[src/rtl/reg_alu_ctrl.sv]
// ---------------------------------------------------------------------------
// reg_alu_ctrl
//   Sequencer for a reg_alu datapath. Instructions are queued in a small FIFO
//   and retired one at a time through a three-state FSM:
//   IDLE (pop) -> READ (address regs) -> WRITE (commit). A new instruction
//   can therefore issue every 3 cycles.
//
// Ports
//   clk, reset       : clock (rising edge), asynchronous active-low reset
//   in_valid/ready   : instruction offer handshake, in_ready = (count < DEPTH)
//   in_instr[27:0]   : [27] kind (0=LOAD,1=ALU) [26:25] op [24:22] ra
//                      [21:19] rb [18:16] rd [15:0] imm
//   halt             : blocks new issues (sampled in IDLE only)
//   sel, wr, op, rd_addr_a, rd_addr_b, wr_addr, d_in : datapath controls
//   d_out_a, d_out_b, cout                           : datapath responses
//   busy, done, c_flag, result                       : status
//   count            : FIFO occupancy
// ---------------------------------------------------------------------------
module reg_alu_ctrl #(
    parameter int DEPTH = 4
) (
    input  logic                   clk,
    input  logic                   reset,
    input  logic                   in_valid,
    output logic                   in_ready,
    input  logic [27:0]            in_instr,
    input  logic                   halt,
    output logic                   sel,
    output logic                   wr,
    output logic [1:0]             op,
    output logic [2:0]             rd_addr_a,
    output logic [2:0]             rd_addr_b,
    output logic [2:0]             wr_addr,
    output logic [15:0]            d_in,
    input  logic [15:0]            d_out_a,
    input  logic [15:0]            d_out_b,
    input  logic                   cout,
    output logic                   busy,
    output logic                   done,
    output logic                   c_flag,
    output logic [15:0]            result,
    output logic [$clog2(DEPTH):0] count
);

    localparam int PTR_W = $clog2(DEPTH);
    localparam int CNT_W = PTR_W + 1;

    typedef enum logic [1:0] {
        IDLE  = 2'd0,
        READ  = 2'd1,
        WRITE = 2'd2
    } state_t;

    state_t             state_q, state_d;
    logic [27:0]        mem_q [DEPTH];
    logic [PTR_W-1:0]   wrPtr_q, rdPtr_q;
    logic [CNT_W-1:0]   count_q, count_d;
    logic [27:0]        instr_q;
    logic [15:0]        result_q;
    logic               cFlag_q;
    logic               done_q;
    logic               push, pop;

    // Operand B is only consumed inside the datapath ALU, never by the sequencer.
    logic               unused_d_out_b;
    assign unused_d_out_b = ^d_out_b;

    logic               instrKind;
    logic [1:0]         instrOp;
    logic [2:0]         instrRa, instrRb, instrRd;
    logic [15:0]        instrImm;

    assign instrKind = instr_q[27];
    assign instrOp   = instr_q[26:25];
    assign instrRa   = instr_q[24:22];
    assign instrRb   = instr_q[21:19];
    assign instrRd   = instr_q[18:16];
    assign instrImm  = instr_q[15:0];

    assign in_ready = (count_q < CNT_W'(DEPTH));
    assign push     = in_valid && in_ready;
    assign count    = count_q;
    assign done     = done_q;
    assign c_flag   = cFlag_q;
    assign result   = result_q;

    // A simultaneous push and pop cancel out; full blocks the push via in_ready
    // and empty blocks the pop in the FSM, so the count never over/underflows.
    always_comb begin
        count_d = count_q + CNT_W'(push) - CNT_W'(pop);
    end

    // Next-state and datapath drive. Everything idles at zero so the datapath
    // sees a quiet bus whenever no instruction is in flight.
    always_comb begin
        state_d   = state_q;
        pop       = 1'b0;
        sel       = 1'b0;
        wr        = 1'b0;
        op        = 2'b00;
        rd_addr_a = 3'd0;
        rd_addr_b = 3'd0;
        wr_addr   = 3'd0;
        d_in      = 16'h0000;
        busy      = 1'b0;
        unique case (state_q)
            IDLE: begin
                if ((count_q != '0) && !halt) begin
                    pop     = 1'b1;
                    state_d = READ;
                end
            end
            READ: begin
                busy      = 1'b1;
                rd_addr_a = instrRa;
                rd_addr_b = instrRb;
                state_d   = WRITE;
            end
            WRITE: begin
                busy      = 1'b1;
                wr        = 1'b1;
                sel       = instrKind;
                op        = instrOp;
                rd_addr_a = instrRa;
                rd_addr_b = instrRb;
                wr_addr   = instrRd;
                d_in      = instrKind ? 16'h0000 : instrImm;
                state_d   = IDLE;
            end
            default: state_d = IDLE;
        endcase
    end

    // FIFO storage carries no reset: validity is tracked purely by the
    // pointers and count, so clearing those discards the contents.
    always_ff @(posedge clk) begin
        if (push) begin
            mem_q[wrPtr_q] <= in_instr;
        end
    end

    // Control state. Pointers wrap naturally because DEPTH is a power of 2.
    // result/c_flag are captured at the WRITE exit edge, when d_out_a and cout
    // still reflect the operands of the instruction being committed.
    always_ff @(posedge clk or negedge reset) begin
        if (!reset) begin
            state_q  <= IDLE;
            wrPtr_q  <= '0;
            rdPtr_q  <= '0;
            count_q  <= '0;
            instr_q  <= '0;
            result_q <= 16'h0000;
            cFlag_q  <= 1'b0;
            done_q   <= 1'b0;
        end else begin
            state_q <= state_d;
            count_q <= count_d;
            done_q  <= (state_q == WRITE);
            if (push) begin
                wrPtr_q <= wrPtr_q + PTR_W'(1);
            end
            if (pop) begin
                rdPtr_q <= rdPtr_q + PTR_W'(1);
                instr_q <= mem_q[rdPtr_q];
            end
            if (state_q == WRITE) begin
                result_q <= d_out_a;
                if (instrKind) begin
                    cFlag_q <= cout;
                end
            end
        end
    end

endmodule

[config.mk]
export PLATFORM = sky130hd
export DESIGN_NAME = reg_alu_ctrl
export DESIGN_NICKNAME = d
export VERILOG_FILES = /design/src/rtl/reg_alu_ctrl.sv
export SDC_FILE = /design/constraint.sdc
export NUM_CORES = 1
export LEC_CHECK = 0
export ABC_CLOCK_PERIOD_IN_PS = 4800
export CORE_MARGIN = 2
export CORE_UTILIZATION = 59
export CTS_BUF_LIST = sky130_fd_sc_hd__clkbuf_2
export DETAILED_ROUTE_END_ITERATION = 8
export HOLD_SLACK_MARGIN = 0.12
export PLACE_DENSITY = 0.95
export SLEW_MARGIN = 15
export SYNTH_ARGS = -nofsm -noshare
export SYNTH_HDL_FRONTEND = slang
export SYNTH_SLANG_ARGS = --single-unit
[constraint.sdc]
create_clock -name clk -period 4.8 [get_ports clk]
set_input_delay 1.44 -clock clk [delete_from_list [all_inputs] [get_ports clk]]
set_output_delay 1.44 -clock clk [all_outputs]
set_load 0.01 [all_outputs]
==> impl_metrics.json <==
{
  "ys_ff_latch": 167,
  "clkTransAtPathRegs_ps": 200,
  "yosys_warnings": 0,
  "first_global_vias": 3409,
  "ff2ff_setup_slack_ps": 2410,
  "yosys.area.top_type": "edfxtp_1",
  "timing.fmax_mhz": 231.4,
  "hold-worst-slack_ps": 532.1,
  "drive_gt1_frac": 0.2639,
  "setup_viol": 0,
  "period_share": 0.9004,
  "drc": 0,
  "drt_iter0_drc": 123,
  "crit_fanout": 11,
  "status": "finished clean",
  "cts-htree-levels": 4,
  "clock_tree.buffer_depth": 2,
  "dp.final_hpwl_um": 7320,
  "antenna_found_initial": 0,
  "numCtsBuffers": 17,
  "startpoint_type": "flip-flop",
  "tightest_slew_ps": 1019,
  "vias": 3228,
  "syn_nets": 397,
  "io_pins": 117,
  "power_density_nw_per_um2": 581.8,
  "slew_violations": 0,
  "die_w_um": 109.5,
  "netlist.area_leader.share": 0.5118,
  "synth_most_common_cell": "edfxtp_1",
  "cts_sinks": 167,
  "drtPass1Iterations": 4,
  "synth_flop_cell": "edfxtp_1",
  "core_area_sq_um": 10840,
  "clock_skew_ps": 28.36,
  "wl_per_cell_um": 19.48,
  "rows": 38,
  "hp-class": "reg -> reg",
  "netlist_top_cells_count": "edfxtp_1, dfrtp_1, and2_1, mux2_4, mux4_2",
  "crit_type": "reg -> out",
  "multi_input_area_sq_um": 1718,
  "grt_max_degree": 56,
  "endpoint": "d_in[10]",
  "ant_nets": 0,
  "grt_pass1_wl_um": 17750,
  "regToRegEndpoint": "count[2]",
  "insertedDiodeCount": 0,
  "cts_tree": "built",
  "hold_viol": 0,
  "clk_latency_ps": 690,
  "die_h_um": 109.5,
  "synth.distinct_cells": 21,
  "synth_edf_count": 112,
  "synth.avg_cell_area_sq_um": 20.47,
  "cts_resized": 0,
  "wirelength_um": 11510,
  "gr-usage-all-layers": 0.2085,
  "rr_startpoint": "count[2]",
  "io_buffers": 100,
  "grt_overflow": 0,
  "ff_latch_area_sq_um": 4741,
  "fin_nets": 514,
  "period_minus_slack_ps": 4322,
  "post_cts_buffers": 0,
  "postSynthCellCount": 321,
  "fin_tns_setup_ps": 0,
  "maxSlewHeadroom": 0.3208,
  "irDropWorstVdd_uv": 370.3,
  "drv_cap": 0,
  "viasPerCell": 5.462,
  "worstRegToRegCells": 9,
  "fillCellCount": 637,
  "critical_path.startpoint": "state_q[0]",
  "seq_area_frac_synth": 0.7212,
  "crit_required_ps": 3360,
  "area_growth_pct": 22.03,
  "cts_root_buf": "clkbuf_2",
  "p_leak_nw": 2.965,
  "netlist_area_sq_um": 6571,
  "async_flop_share": 0.3293,
  "endpoint_kind": "output port",
  "ys_top_cells_by_area": "edfxtp_1, dfrtp_1, mux4_2",
  "cp.arrival_ps": 2880,
  "initial_utilization": 0.6062,
  "gp_congestion": 0.7591,
  "holdBufCountCts": 0,
  "die_area_sq_um": 12000,
  "rsz0062_at_grt": "false"
}
==> sequential cells by signal, summed over array words and instances, names as in the netlist <==
register,cells
state_q,2
mem_q,112
result,16
rdPtr_q,2
instr_q,28
done,1
c_flag,1
count,3
wrPtr_q,2
==> placed cells by master, fill, tap and decap left out <==
cell	count
fa_1	1
and2_1	32
clkinvlp_4	2
nor2b_1	2
xor2_1	2
nor3b_4	1
buf_2	1
dfrtp_2	1
bufinv_16	4
dfrtp_1	54
nand2_1	2
clkdlybuf4s50_1	99
edfxtp_1	112
clkbuf_2	19
inv_6	1
ha_1	10
buf_4	11
mux2_2	19
clkinv_1	3
mux4_2	28
xnor2_1	3
mux2_4	28
o21ai_0	2
nor3_1	1
nor3_2	1
clkinv_2	1
inv_1	9
clkinv_4	2
==> layout make-up <==
type                       count  area share
timing repair buffer         111      0.1345
clock inverter                13     0.02216
multi-input combinational    132      0.2142
tap                          140     0.02184
sequential                   167      0.5912
clock buffer                  19     0.01186
inverter                       9    0.004213
==> where the power goes <==
part	leakage, nW	internal, mW	switching (mW)
Combinational	1.14	1.04	0.668
Clock	0.157	0.343	0.455
Sequential	1.67	1.92	0.240
Total	2.96	3.30	1.36
==> worst min path at each step <==
stage / start / end / slack, ps / cells past startpoint
final: result[6] / result[6] / 530 / 1
after detailed placement: instr_q[0] / instr_q[0] / 490 / 1
after global placement: instr_q[14] / instr_q[14] / 490 / 1
after floorplan: instr_q[0] / instr_q[0] / 470 / 1
after global routing: instr_q[0] / instr_q[0] / 550 / 1
after CTS: instr_q[0] / instr_q[0] / 540 / 1
==> cell families (layout without fill, tap and decap cells) <==
family | count (synthesis) | after routing | synth area share
DFF | 167 | 167 | 0.7212
muxes | 75 | 75 | 0.1925
and+or+nand+nor | 39 | 39 | 0.03770
buffers and inverters | 22 | 152 | 0.01828
adders and majority gates | 11 | 11 | 0.02209
xor gates and xnor gates | 5 | 5 | 0.006665
AOI/OAI and AO/OA | 2 | 2 | 0.001523
==> layer usage <==
layer  global-route usage  routed length [um]  vias to the layer above
met2               0.3523                5986                      100
met3              0.04683                 637                       21
met4              0.09765                 247                        0
met1               0.2580                4642                     1651
li1                     -                   -                     1456
met5                    0                   0                        -
==> worst max-delay path: stages, from the launching register on <==
cell and delay [ps]:
dfrtp_1 440, inv_1 110, ha_1 180, nor2b_1 470
buf_4 290, and2_1 180, clkdlybuf4s50_1 540
==> through the flow <==
| step | area, sq um | cells | setup slack (ps) | power [mW] | utilization |
|---|---|---|---|---|---|
| floorplan | 6571 | 321 | 1710 | 3.243 | - |
| global placement | 7746 | 559 | 1062 | 3.829 | 0.7146 |
| detailed placement | 7746 | 559 | 990.9 | 3.917 | 0.7146 |
| CTS | 8019 | 591 | 407.7 | 4.706 | 0.7397 |
| global route | 8019 | 591 | 257.7 | 4.911 | 0.7397 |
| finish | 8019 | 591 | 477.9 | 4.665 | 0.7397 |
Power figures use the tool's default switching activity.
